File: src/rtl/acs_pm_unit.sv
// Registered add-compare-select with path-metric storage for a rate-1/n Viterbi decoder.
// Handles 2^(K-1) states, frame-start init, MSB-clear renormalisation, saturation and valid/ready.
module acs_pm_unit #(
  parameter int K       = 3,
  parameter int BM_W    = 2,
  parameter int PM_W    = 8,
  parameter int INIT_PM = 64
) (
  input  logic                              clk_i,
  input  logic                              rst_i,
  input  logic                              valid_i,
  output logic                              ready_o,
  input  logic                              start_i,
  input  logic [2*(1<<(K-1))*BM_W-1:0]      bm_i,
  output logic                              valid_o,
  input  logic                              ready_i,
  output logic [(1<<(K-1))-1:0]             dec_bits_o,
  output logic [(1<<(K-1))*PM_W-1:0]        pm_o,
  output logic [K-2:0]                      best_state_o,
  output logic                              norm_o
);

  localparam int N    = 1 << (K - 1);
  localparam int M    = K - 1;
  localparam int HALF = N / 2;

  logic                  w_accept;
  logic                  w_all_msb;
  logic                  w_norm;
  logic [N-1:0]          w_msb;
  logic [N-1:0]          w_dec;
  logic [N*PM_W-1:0]     w_src_all;
  logic [N*PM_W-1:0]     w_new_all;
  logic [(N-1)*PM_W-1:0] w_min_chain;
  logic [N*M-1:0]        w_idx_chain;
  logic [M-1:0]          w_best;

  logic                  r_valid;
  logic [N-1:0]          r_dec;
  logic [M-1:0]          r_best;
  logic                  r_norm;

  assign ready_o   = !r_valid || ready_i;
  assign w_accept  = valid_i && ready_o;
  // Renormalise only registered metrics; start values bypass the check.
  assign w_all_msb = &w_msb;
  assign w_norm    = !start_i && w_all_msb;
  assign w_best    = w_idx_chain[(N-1)*M +: M];

  for (genvar j = 0; j < N; j++) begin : gen_state
    localparam int              P0     = (j % HALF) * 2;
    localparam logic [PM_W-1:0] RST_PM = (j == 0) ? '0 : PM_W'(INIT_PM);
    localparam logic [M-1:0]    J_IDX  = M'(j);

    logic [PM_W-1:0] r_pm;
    logic [PM_W-1:0] w_src;
    logic [PM_W:0]   w_sum0;
    logic [PM_W:0]   w_sum1;
    logic [PM_W-1:0] w_c0;
    logic [PM_W-1:0] w_c1;
    logic            w_pick1;
    logic [PM_W-1:0] w_new;

    assign w_msb[j] = r_pm[PM_W-1];

    always_comb begin
      w_src = r_pm;
      if (start_i) begin
        w_src = RST_PM;
      end else if (w_all_msb) begin
        w_src = {1'b0, r_pm[PM_W-2:0]};
      end
    end

    assign w_src_all[j*PM_W +: PM_W] = w_src;

    assign w_sum0 = {1'b0, w_src_all[P0*PM_W +: PM_W]}
                  + {{(PM_W+1-BM_W){1'b0}}, bm_i[(2*j)*BM_W +: BM_W]};
    assign w_sum1 = {1'b0, w_src_all[(P0+1)*PM_W +: PM_W]}
                  + {{(PM_W+1-BM_W){1'b0}}, bm_i[(2*j+1)*BM_W +: BM_W]};

    assign w_c0    = w_sum0[PM_W] ? '1 : w_sum0[PM_W-1:0];
    assign w_c1    = w_sum1[PM_W] ? '1 : w_sum1[PM_W-1:0];
    // Strict compare: a tie keeps candidate 0.
    assign w_pick1 = w_c1 < w_c0;
    assign w_new   = w_pick1 ? w_c1 : w_c0;

    assign w_dec[j]                  = w_pick1;
    assign w_new_all[j*PM_W +: PM_W] = w_new;
    assign pm_o[j*PM_W +: PM_W]      = r_pm;

    // Running minimum; strict compare keeps the lowest index on ties.
    if (j == 0) begin : gen_best_first
      assign w_min_chain[0 +: PM_W] = w_new;
      assign w_idx_chain[0 +: M]    = '0;
    end else begin : gen_best_next
      logic w_take;
      assign w_take = w_new < w_min_chain[(j-1)*PM_W +: PM_W];
      assign w_idx_chain[j*M +: M] = w_take ? J_IDX : w_idx_chain[(j-1)*M +: M];
      if (j < N - 1) begin : gen_min_fwd
        assign w_min_chain[j*PM_W +: PM_W] = w_take ? w_new
                                                    : w_min_chain[(j-1)*PM_W +: PM_W];
      end
    end

    always_ff @(posedge clk_i) begin
      if (rst_i) begin
        r_pm <= RST_PM;
      end else if (w_accept) begin
        r_pm <= w_new;
      end
    end
  end

  always_ff @(posedge clk_i) begin
    if (rst_i) begin
      r_valid <= 1'b0;
      r_dec   <= '0;
      r_best  <= '0;
      r_norm  <= 1'b0;
    end else if (w_accept) begin
      r_valid <= 1'b1;
      r_dec   <= w_dec;
      r_best  <= w_best;
      r_norm  <= w_norm;
    end else if (ready_i) begin
      r_valid <= 1'b0;
    end
  end

  assign valid_o      = r_valid;
  assign dec_bits_o   = r_dec;
  assign best_state_o = r_best;
  assign norm_o       = r_norm;

endmodule

File: config.mk
export PLATFORM = sky130hd
export DESIGN_NAME = acs_pm_unit
export DESIGN_NICKNAME = d
export VERILOG_FILES = /design/src/rtl/acs_pm_unit.sv
export SDC_FILE = /design/constraint.sdc
export NUM_CORES = 1
export LEC_CHECK = 0
export BUFFER_PORTS_ARGS = -buffer_cell sky130_fd_sc_hd__buf_4
export CORE_MARGIN = 8
export CORE_UTILIZATION = 55
export DETAILED_ROUTE_END_ITERATION = 10
export GPL_TIMING_DRIVEN = 0
export HOLD_SLACK_MARGIN = 0.05
export PLACE_DENSITY_LB_ADDON = 0.25
export SYNTH_ARGS = -nofsm -noshare
export SYNTH_HDL_FRONTEND = slang
export SYNTH_SLANG_ARGS = --single-unit
File: constraint.sdc
create_clock -name clk_i -period 9.5 [get_ports clk_i]
set_input_delay 0.95 -clock clk_i [delete_from_list [all_inputs] [get_ports clk_i]]
set_output_delay 0.95 -clock clk_i [all_outputs]
set_load 0.03 [all_outputs]
==> results of run 1 <==
==> final cells by class <==
type	count	area share, %
well taps	133	2.49
flip-flops and latches	40	12.0
clock inverters	2	0.897
plain buffers	35	2.92
inverters	54	3.03
clock buffers	5	1.03
repair buffers	92	10.7
multi-input cells	595	67.0
==> cell families after synthesis <==
logic type,share of synthesized area (%)
compound gates,21.1
xor+xnor,4.12
fa+ha+maj,17.9
buf+inv,6.71
flops,15.1
mux,7.94
simple gates,27.2
==> through the flow <==
| stage | std cells | setup TNS, ns |
|---|---|---|
| finish | 956 | 0 |
| floorplan | 724 | 0 |
| global route | 956 | -0.170 |
| global placement | 916 | -2.72 |
| CTS | 937 | 0 |
| detailed placement | 916 | -3.06 |
==> cell usage after synthesis, types with 3 or more instances <==
library cell,n
nor2_1,83
nand2_1,80
a21oi_1,69
ha_1,63
inv_1,54
dfxtp_1,40
mux2i_1,26
o21ai_0,22
clkbuf_1,21
nand3_1,21
nor2b_1,18
xnor2_1,15
nand2b_1,14
nor3_1,14
mux2_2,13
a21o_1,12
and3_1,11
xor2_1,10
a31oi_1,9
and2_1,9
buf_2,9
nand4_1,9
fa_1,8
o21a_1,8
o21bai_1,7
a211oi_1,5
and4_1,5
and4b_1,4
nor4_1,4
or2_2,4
or3_1,4
buf_4,3
o31a_1,3
==> state kept, by name, indices dropped and copies added, names as in the netlist <==
| register | flops |
|---|---|
| dec_bits_o | 4 |
| gen_state.r_pm | 32 |
| norm_o | 1 |
| valid_o | 1 |
| best_state_o | 2 |
==> worst paths after layout <==
kind,from,to,slack [ns],depth (start not counted)
setup / recovery,start_i,best_state_o[1]$_SDFFE_PP0P_,0.25,47
hold / removal,gen_state[2].r_pm[1]$_SDFFE_PP0P_,gen_state[2].r_pm[1]$_SDFFE_PP0P_,0.50,2
setup reg to reg,gen_state[1].r_pm[0]$_SDFFE_PP0P_,best_state_o[1]$_SDFFE_PP0P_,1.02,43
hold reg to reg,gen_state[2].r_pm[1]$_SDFFE_PP0P_,gen_state[2].r_pm[1]$_SDFFE_PP0P_,0.50,2
==> timing repair <==
| item | in CTS | in global routing |
|---|---|---|
| hold buffers | 0 | 0 |
| gates resized for setup | 35 | 54 |
| pin swaps | 6 | 19 |
| setup buffers | 14 | 19 |
| setup endpoints to repair | 2 | 2 |
==> power by group <==
part | total [mW] | internal, mW | switching (mW)
registers | 0.201 | 0.183 | 0.0177
clock network | 0.166 | 0.103 | 0.0621
logic | 0.728 | 0.328 | 0.400
total | 1.09 | 0.614 | 0.480
==> worst max-delay path, delay by kind of cell <==
kind | cells | cell delay [ns]
multiplexers | 3 | 0.92
AO/OA/AOI/OAI | 18 | 3.08
adder cells (fa/ha/maj) | 6 | 1.50
buffers and inverters | 10 | 1.17
AND/OR/NAND/NOR | 10 | 1.83
==> layer usage <==
metal | GRT usage, % | part of all wire, %
met5 | 0 | 0
met4 | 8.16 | 2.2
met3 | 5.49 | 9.5
met2 | 42.4 | 45
met1 | 37.1 | 43
==> impl_metrics.tcl, run 1 <==
set metrics [dict create \
    path_max_fanout 10 \
    gp_congestion 0.936 \
    rows 36 \
    core_mm2 0.00959 \
    cts_tree "built" \
    drc_errors 0 \
    synth_top_area_cell "dfxtp_1" \
    placed_area_mm2 0.00593 \
    grt_max_degree 13 \
    area_growth_pct 26.0 \
    worst_slack_ns 0.252 \
    worst_pin_slew_ns 0.925 \
    grt-ovfl-total 0 \
    cts_root_buf "clkbuf_8" \
    min-delay-path-class "flop to flop" \
    ys_types 69 \
    nFillCells 822 \
    die_x_um 114 \
    drt_pass1_iterations 5 \
    mappedNetlistNets 816 \
    min_period_over_period_pct 97.4 \
    num-nets-final 915 \
    syn_area_mm2 0.00531 \
    initial_core_util_pct 55.4 \
    ant_nets 0 \
    critPathSlowestCell "or3_4" \
    layout_commonest_cell "buf_4" \
    period_minus_slack_ns 9.25 \
    grt_pass1_wl_um 28300 \
    grt_pass1_vias 5444 \
    yosysWarnings 0 \
    antenna_cells 0 \
    p_per_area_mw_per_mm2 163 \
    final_area_mm2 0.00669 \
    track_usage_pct 27.3 \
    fin_util_pct 69.8 \
    clk_pin_slew_ns 0.08 \
    wl_um 18600 \
    syn-instance-count 724 \
    fmax_mhz 108 \
    path_class "input pin to flop" \
    wl_per_cell_um 19.5 \
    synth-async-reset-ratio_pct 0 \
    drt-initial-drc-count 555 \
    cp-start-kind "input pin" \
    slew_violations 0 \
    dieArea_mm2 0.0131 \
    synth_seq_cells 40 \
    synth_top_area_share_pct 15.1 \
    hold_ws_ns 0.497 \
    antenna_found_initial 0 \
    max-vdd-ir-drop_v 0.000195 \
    slowest_delay_ns 0.45 \
    place_ws_ns -1.57 \
    seq_area_um2 801 \
    ys_seq_area_share_pct 15.1 \
    ioPinCount 62 \
    leakagePower_nw 3.01 \
    final_cell_mix "90 x buf_4, 80 x nor2_1, 77 x nand2_1" \
    clock_skew_ns 0.00832 \
    yosys-top-cells-area "dfxtp_1 15%, ha_1 15%, a21oi_1 6.5%, nor2_1 5.9%, nand2_1 5.7%" \
    io_buffers 59 \
    critPathCaptureType "flop" \
    multiInputGateArea_mm2 0.00449 \
    syn_area_per_cell_um2 7.34 \
    clock_latency_ns 0.30 \
    crit_required_ns 9.74 \
    cts_buffer_depth 2 \
    cts_buffers 5 \
    ys.flop_type "dfxtp_1" \
    run_status "finished, final reports clean" \
    hold_viol_final 0 \
    h-tree-depth 2 \
    setup_viol 0 \
    via_count 5777 \
    drive_above_1_share_pct 24.5 \
    slew_headroom_pct 37.8 \
    p_total_mw 1.09 \
    clock-sinks 40 \
    viasPerCell 6.04 \
    synth_edf_count 0 \
    hpwlAfterDp_um 14500 \
    crit_arrival_ns 9.49 \
    die_y_um 114 \
    maxCapViolations 0 \
]
Power figures use the tool's default switching activity.
==> run 2, diff against run 1 <==
--- a/config.mk
+++ b/config.mk
@@ -11,7 +11,7 @@
 export DETAILED_ROUTE_END_ITERATION = 10
 export GPL_TIMING_DRIVEN = 0
 export HOLD_SLACK_MARGIN = 0.05
-export PLACE_DENSITY_LB_ADDON = 0.25
+export PLACE_DENSITY = 0.79
 export SYNTH_ARGS = -nofsm -noshare
 export SYNTH_HDL_FRONTEND = slang
 export SYNTH_SLANG_ARGS = --single-unit
==> constraint.sdc (replaced) <==
create_clock -name clk_i -period 9.5 [get_ports clk_i]
set_input_delay 0.95 -clock clk_i [delete_from_list [all_inputs] [get_ports clk_i]]
set_output_delay 0.95 -clock clk_i [all_outputs]
set_load 0.01 [all_outputs]
==> run 2 against run 1 <==
Against the previous run:
- register-to-register slack worse by 0.07 ns
- via count up 1.0%
- combinational power down 7.6%
- critical path depth down 1
- largest cell class unchanged
- design area down 0.21%
- die area unchanged
- hold slack worse by 0.0072 ns
- critical endpoint unchanged
==> impl_metrics.tcl, run 2 (synthesis results as in run 1) <==
set metrics [dict create \
    run_status "finished, final reports clean" \
    maxCapViolations 0 \
    via_count 5837 \
    fin_cells 951 \
    hpwlAfterDp_um 14800 \
    wl_met2_um 8500 \
    routed.top_layer "met5" \
    slew_headroom_pct 42.2 \
    core_mm2 0.00959 \
    wl_met3_um 1830 \
    cp_num_buf_inv 12 \
    pwr-share-comb_pct 62.4 \
    drt_pass1_iterations 7 \
    final_cell_mix "86 x buf_4, 81 x nor2_1, 77 x nand2_1" \
    min_period_over_period_pct 98.7 \
    track_usage_pct 28.5 \
    area_growth_pct 25.7 \
    drt-initial-drc-count 478 \
    initial_core_util_pct 55.4 \
    grt-ovfl-total 0 \
    critPathCaptureType "flop" \
    grt_max_degree 14 \
    met1Wirelength_um 8150 \
    setup_viol 0 \
    cts_buffers 5 \
    ant_nets 0 \
    path_class "input pin to flop" \
    place_ws_ns -1.57 \
    nFillCells 851 \
    seqPwrFrac_pct 18.6 \
    cts_tree "built" \
    num-nets-final 909 \
    viasPerCell 6.14 \
    grt_pass1_wl_um 29400 \
    fmax_mhz 107 \
    clock_latency_ns 0.30 \
    ioPinCount 62 \
    rows 36 \
    p_per_area_mw_per_mm2 161 \
    h-tree-depth 2 \
    critical-path-top-delay-family "compound AO/OA/AOI/OAI gates" \
    min-delay-path-class "flop to flop" \
    clock-sinks 40 \
    largest_reg_flops 32 \
    swShare_pct 42.1 \
    antenna_cells 0 \
    grt_pass1_vias 5625 \
    cell_internal_pwr_uw 624 \
    leakagePower_nw 3.01 \
    placed_area_mm2 0.00593 \
    crit_required_ns 9.70 \
    regMostFlops "gen_state.r_pm" \
    worst_slack_ns 0.127 \
    crit_arrival_ns 9.57 \
    drive_above_1_share_pct 23.3 \
    io_buffers 59 \
    clk_pin_slew_ns 0.09 \
    drc_errors 0 \
    die_x_um 114 \
    hold_viol_final 0 \
    path_max_fanout 11 \
    period_minus_slack_ns 9.37 \
    gp_congestion 0.975 \
    antenna_found_initial 1 \
    final_area_mm2 0.00668 \
    max-vdd-ir-drop_v 0.000139 \
    p_switching_uw 454 \
    critPathSlowestCell "or3_4" \
    dieArea_mm2 0.0131 \
    wl_per_cell_um 19.9 \
    cts_root_buf "clkbuf_8" \
    fin_tns_setup_ns 0 \
    p_clk_share_pct 19.0 \
    cts_buffer_depth 2 \
    wl_um 18900 \
    hold_ws_ns 0.490 \
    fin_util_pct 69.6 \
    clock_skew_ns 0.00526 \
    worst_pin_slew_ns 0.859 \
    layout_commonest_cell "buf_4" \
    cp-start-kind "input pin" \
    p_total_mw 1.08 \
    place_inst 916 \
    die_y_um 114 \
    slowest_delay_ns 0.44 \
    slew_violations 0 \
]
[run 2: power by group through the flow]
stage / registers [mW] / clock network [mW] / logic (mW)
global route: 0.202 / 0.211 / 0.723
global placement: 0.202 / 0 / 0.503
finish: 0.200 / 0.204 / 0.673
detailed placement: 0.203 / 0 / 0.521
floorplan: 0.205 / 0 / 0.371
CTS: 0.199 / 0.202 / 0.583
[run 2: routing by layer]
| metal | track usage, % | up-vias |
|---|---|---|
| met4 | 7.81 | 2 |
| li1 | - | 2726 |
| met3 | 5.85 | 35 |
| met1 | 38.1 | 2777 |
| met2 | 45.0 | 297 |
| met5 | 0 | - |
[run 2: final timing paths]
| path | slack [ns] | to | from | cells after the start |
|---|---|---|---|---|
| min | 0.49 | gen_state[1].r_pm[1]$_SDFFE_PP0P_ | gen_state[1].r_pm[1]$_SDFFE_PP0P_ | 2 |
| max | 0.13 | best_state_o[1]$_SDFFE_PP0P_ | start_i | 46 |
| max reg2reg | 0.95 | best_state_o[1]$_SDFFE_PP0P_ | gen_state[1].r_pm[0]$_SDFFE_PP0P_ | 42 |
| min reg2reg | 0.49 | gen_state[1].r_pm[1]$_SDFFE_PP0P_ | gen_state[1].r_pm[1]$_SDFFE_PP0P_ | 2 |
[run 2: layout make-up]
class / count / area [µm²] / share of cell area (%)
Buffer: 35 / 201 / 3.02
Inverter: 54 / 203 / 3.03
Tap cell: 133 / 166 / 2.49
Timing Repair Buffer: 86 / 674 / 10.1
Sequential cell: 40 / 801 / 12.0
Multi-Input combinational cell: 595 / 4480 / 67.0
Clock buffer: 5 / 68.8 / 1.03
Clock inverter: 3 / 90.1 / 1.35
[run 2: worst register-to-register path: cells and delay by family, from the launching register on]
kind                     cells  cell delay (ns)
AO/OA/AOI/OAI               14             2.40
adder cells (fa/ha/maj)      6             1.53
buffers and inverters        8             0.91
flip-flops                   1             0.40
multiplexers                 3             0.97
AND/OR/NAND/NOR             11             2.23
[run 2: repair_timing]
item | in CTS | in global routing
buffers inserted | 12 | 14
hold buffers | 0 | 0
gates cloned | 0 | 1
pin swaps | 6 | 15
resized for setup | 29 | 50
endpoints found under the setup margin | 2 | 2
==> run 3, diff against run 2 <==
--- a/config.mk
+++ b/config.mk
@@ -11,7 +11,7 @@
 export DETAILED_ROUTE_END_ITERATION = 10
 export GPL_TIMING_DRIVEN = 0
 export HOLD_SLACK_MARGIN = 0.05
-export PLACE_DENSITY = 0.79
+export PLACE_DENSITY_LB_ADDON = 0.05
 export SYNTH_ARGS = -nofsm -noshare
 export SYNTH_HDL_FRONTEND = slang
 export SYNTH_SLANG_ARGS = --single-unit
==> run 3 against run 2 <==
Against the previous run:
- non-clock buffer count decreased by 2
- critical path depth increased by 1
- combinational power increased by 0.9%
- worst setup slack improved by 0.10 ns
- clock power decreased by 28%
- total power decreased by 4.8%
- critical path type unchanged
==> impl_metrics.tcl, run 3 (synthesis results as in run 1) <==
set metrics [dict create \
    grt_max_degree 14 \
    p_total_mw 1.03 \
    h-tree-depth 2 \
    fin_tns_setup_ns 0 \
    crit_arrival_ns 9.47 \
    critPathSlowestCell "or3_4" \
    cp_num_buf_inv 10 \
    hold_end "gen_state[2].r_pm[1]$_SDFFE_PP0P_" \
    worst_slack_ns 0.227 \
    viasPerCell 6.11 \
    maxCapViolations 0 \
    cp-start-kind "input pin" \
    wl_per_cell_um 19.8 \
    die_x_um 114 \
    antenna_found_initial 0 \
    critPathCaptureType "flop" \
    via_count 5802 \
    grt-ovfl-total 0 \
    run_status "finished, final reports clean" \
    hp-start "gen_state[2].r_pm[1]$_SDFFE_PP0P_" \
    slowest_delay_ns 0.44 \
    crit_required_ns 9.70 \
    drive_above_1_share_pct 23.5 \
    min_period_over_period_pct 97.6 \
    clock-sinks 40 \
    track_usage_pct 27.6 \
    reg2reg_from "gen_state[1].r_pm[0]$_SDFFE_PP0P_" \
    wl_met2_um 8390 \
    period_minus_slack_ns 9.27 \
    dieArea_mm2 0.0131 \
    wl_um 18800 \
    met1Wirelength_um 8150 \
    setup_viol 0 \
    hold_buffers 0 \
    clock_latency_ns 0.31 \
    path_max_fanout 10 \
    initial_core_util_pct 55.4 \
    min-delay-path-class "flop to flop" \
    wl_met3_um 1820 \
    critical-path-top-delay-family "compound AO/OA/AOI/OAI gates" \
    rows 36 \
    grt_pass1_wl_um 28300 \
    hold_viol_final 0 \
    reg2reg_to "best_state_o[1]$_SDFFE_PP0P_" \
    drc_errors 0 \
    num-nets-final 907 \
    cts_root_buf "clkbuf_8" \
    routed.top_layer "met4" \
    clk_pin_slew_ns 0.08 \
    reg2reg_depth 43 \
    die_y_um 114 \
    max-vdd-ir-drop_v 0.000128 \
    io_buffers 59 \
    nFillCells 860 \
    area_growth_pct 24.3 \
    cts_buffer_depth 2 \
    hold_ws_ns 0.482 \
    clock_skew_ns 0.00804 \
    path_class "input pin to flop" \
    whs_path_depth 2 \
    fmax_mhz 108 \
    largest_reg_flops 32 \
    leakagePower_nw 2.96 \
    slew_violations 0 \
    place_ws_ns -1.57 \
    fin_util_pct 68.8 \
    drt_pass1_iterations 5 \
    cts_buffers 5 \
    p_per_area_mw_per_mm2 155 \
    final_cell_mix "84 x buf_4, 81 x nor2_1, 77 x nand2_1" \
    core_mm2 0.00959 \
    slew_headroom_pct 33.7 \
    drt-initial-drc-count 505 \
    cts_tree "built" \
    hpwlAfterDp_um 14600 \
    gp_congestion 0.937 \
    worst_pin_slew_ns 0.985 \
    grt_pass1_vias 5515 \
    cpMostUsedCell "a21o_1" \
    rrSetupSlack_ns 1.02 \
    antenna_cells 0 \
    regMostFlops "gen_state.r_pm" \
    ioPinCount 62 \
    ant_nets 0 \
    layout_commonest_cell "buf_4" \
]
## run 3: cell count changes in the layout (fill, tap and decap cells not counted), sizes merged
cell      before  now
clkinvlp       0    1
clkinv         0    1
bufinv         3    1
buf          101  100
clkbuf        25   24
## run 3: repair_timing
action                                 in CTS  in global routing
pin swaps                                   5                 20
setup endpoints to repair                   2                  2
buffers inserted                            9                 16
endpoints found under the hold margin       0                  0
resized for setup                          34                 51
## run 3: worst max path at each step
stage                     startpoint                           end  slack, ns  cells past startpoint
after detailed placement     start_i  best_state_o[1]$_SDFFE_PP0P_      -1.57                     43
after global placement       start_i  best_state_o[1]$_SDFFE_PP0P_      -1.38                     40
after CTS                    start_i  best_state_o[1]$_SDFFE_PP0P_      0.004                     46
after global routing         start_i  best_state_o[1]$_SDFFE_PP0P_       -0.1                     49
final                        start_i  best_state_o[1]$_SDFFE_PP0P_       0.23                     47
after floorplan              start_i  best_state_o[1]$_SDFFE_PP0P_       0.05                     44
## run 3: cell type report
cell class	instances	area, µm²	share of cell area, %
clock buffer	5	68.8	1.04
buffer	35	191	2.90
multi-input combinational	595	4480	67.8
inverter	54	203	3.07
clock inverter	3	42.5	0.644
tap	133	166	2.52
sequential	40	801	12.1
timing repair buffer	84	651	9.85
## run 3: power breakdown
| group | total (mW) | internal (mW) | switching [mW] |
|---|---|---|---|
| Combinational | 0.679 | 0.310 | 0.369 |
| Clock | 0.147 | 0.0779 | 0.0694 |
| Sequential | 0.200 | 0.183 | 0.0164 |
| Total | 1.03 | 0.571 | 0.455 |
## run 3: layer usage
metal  GRT usage [%]  vias up
li1                -     2725
met5               0        -
met1            36.3     2753
met4            7.36        0
met3            6.75       47
met2            43.7      277
## run 3: worst reg2reg max path, delay by kind of cell (launching register included)
kind | cells | cell delay [ns]
buffers and inverters | 6 | 0.59
and+or+nand+nor | 8 | 1.63
muxes | 3 | 0.96
adders and majority gates | 6 | 1.52
AOI/OAI and AO/OA | 20 | 3.24
DFF | 1 | 0.40
## run 3: metrics by stage
step	cells	instance area [µm²]
floorplan	724	5320
global placement	916	5930
detailed placement	916	5930
CTS	933	6240
global route	949	6600
finish	949	6600
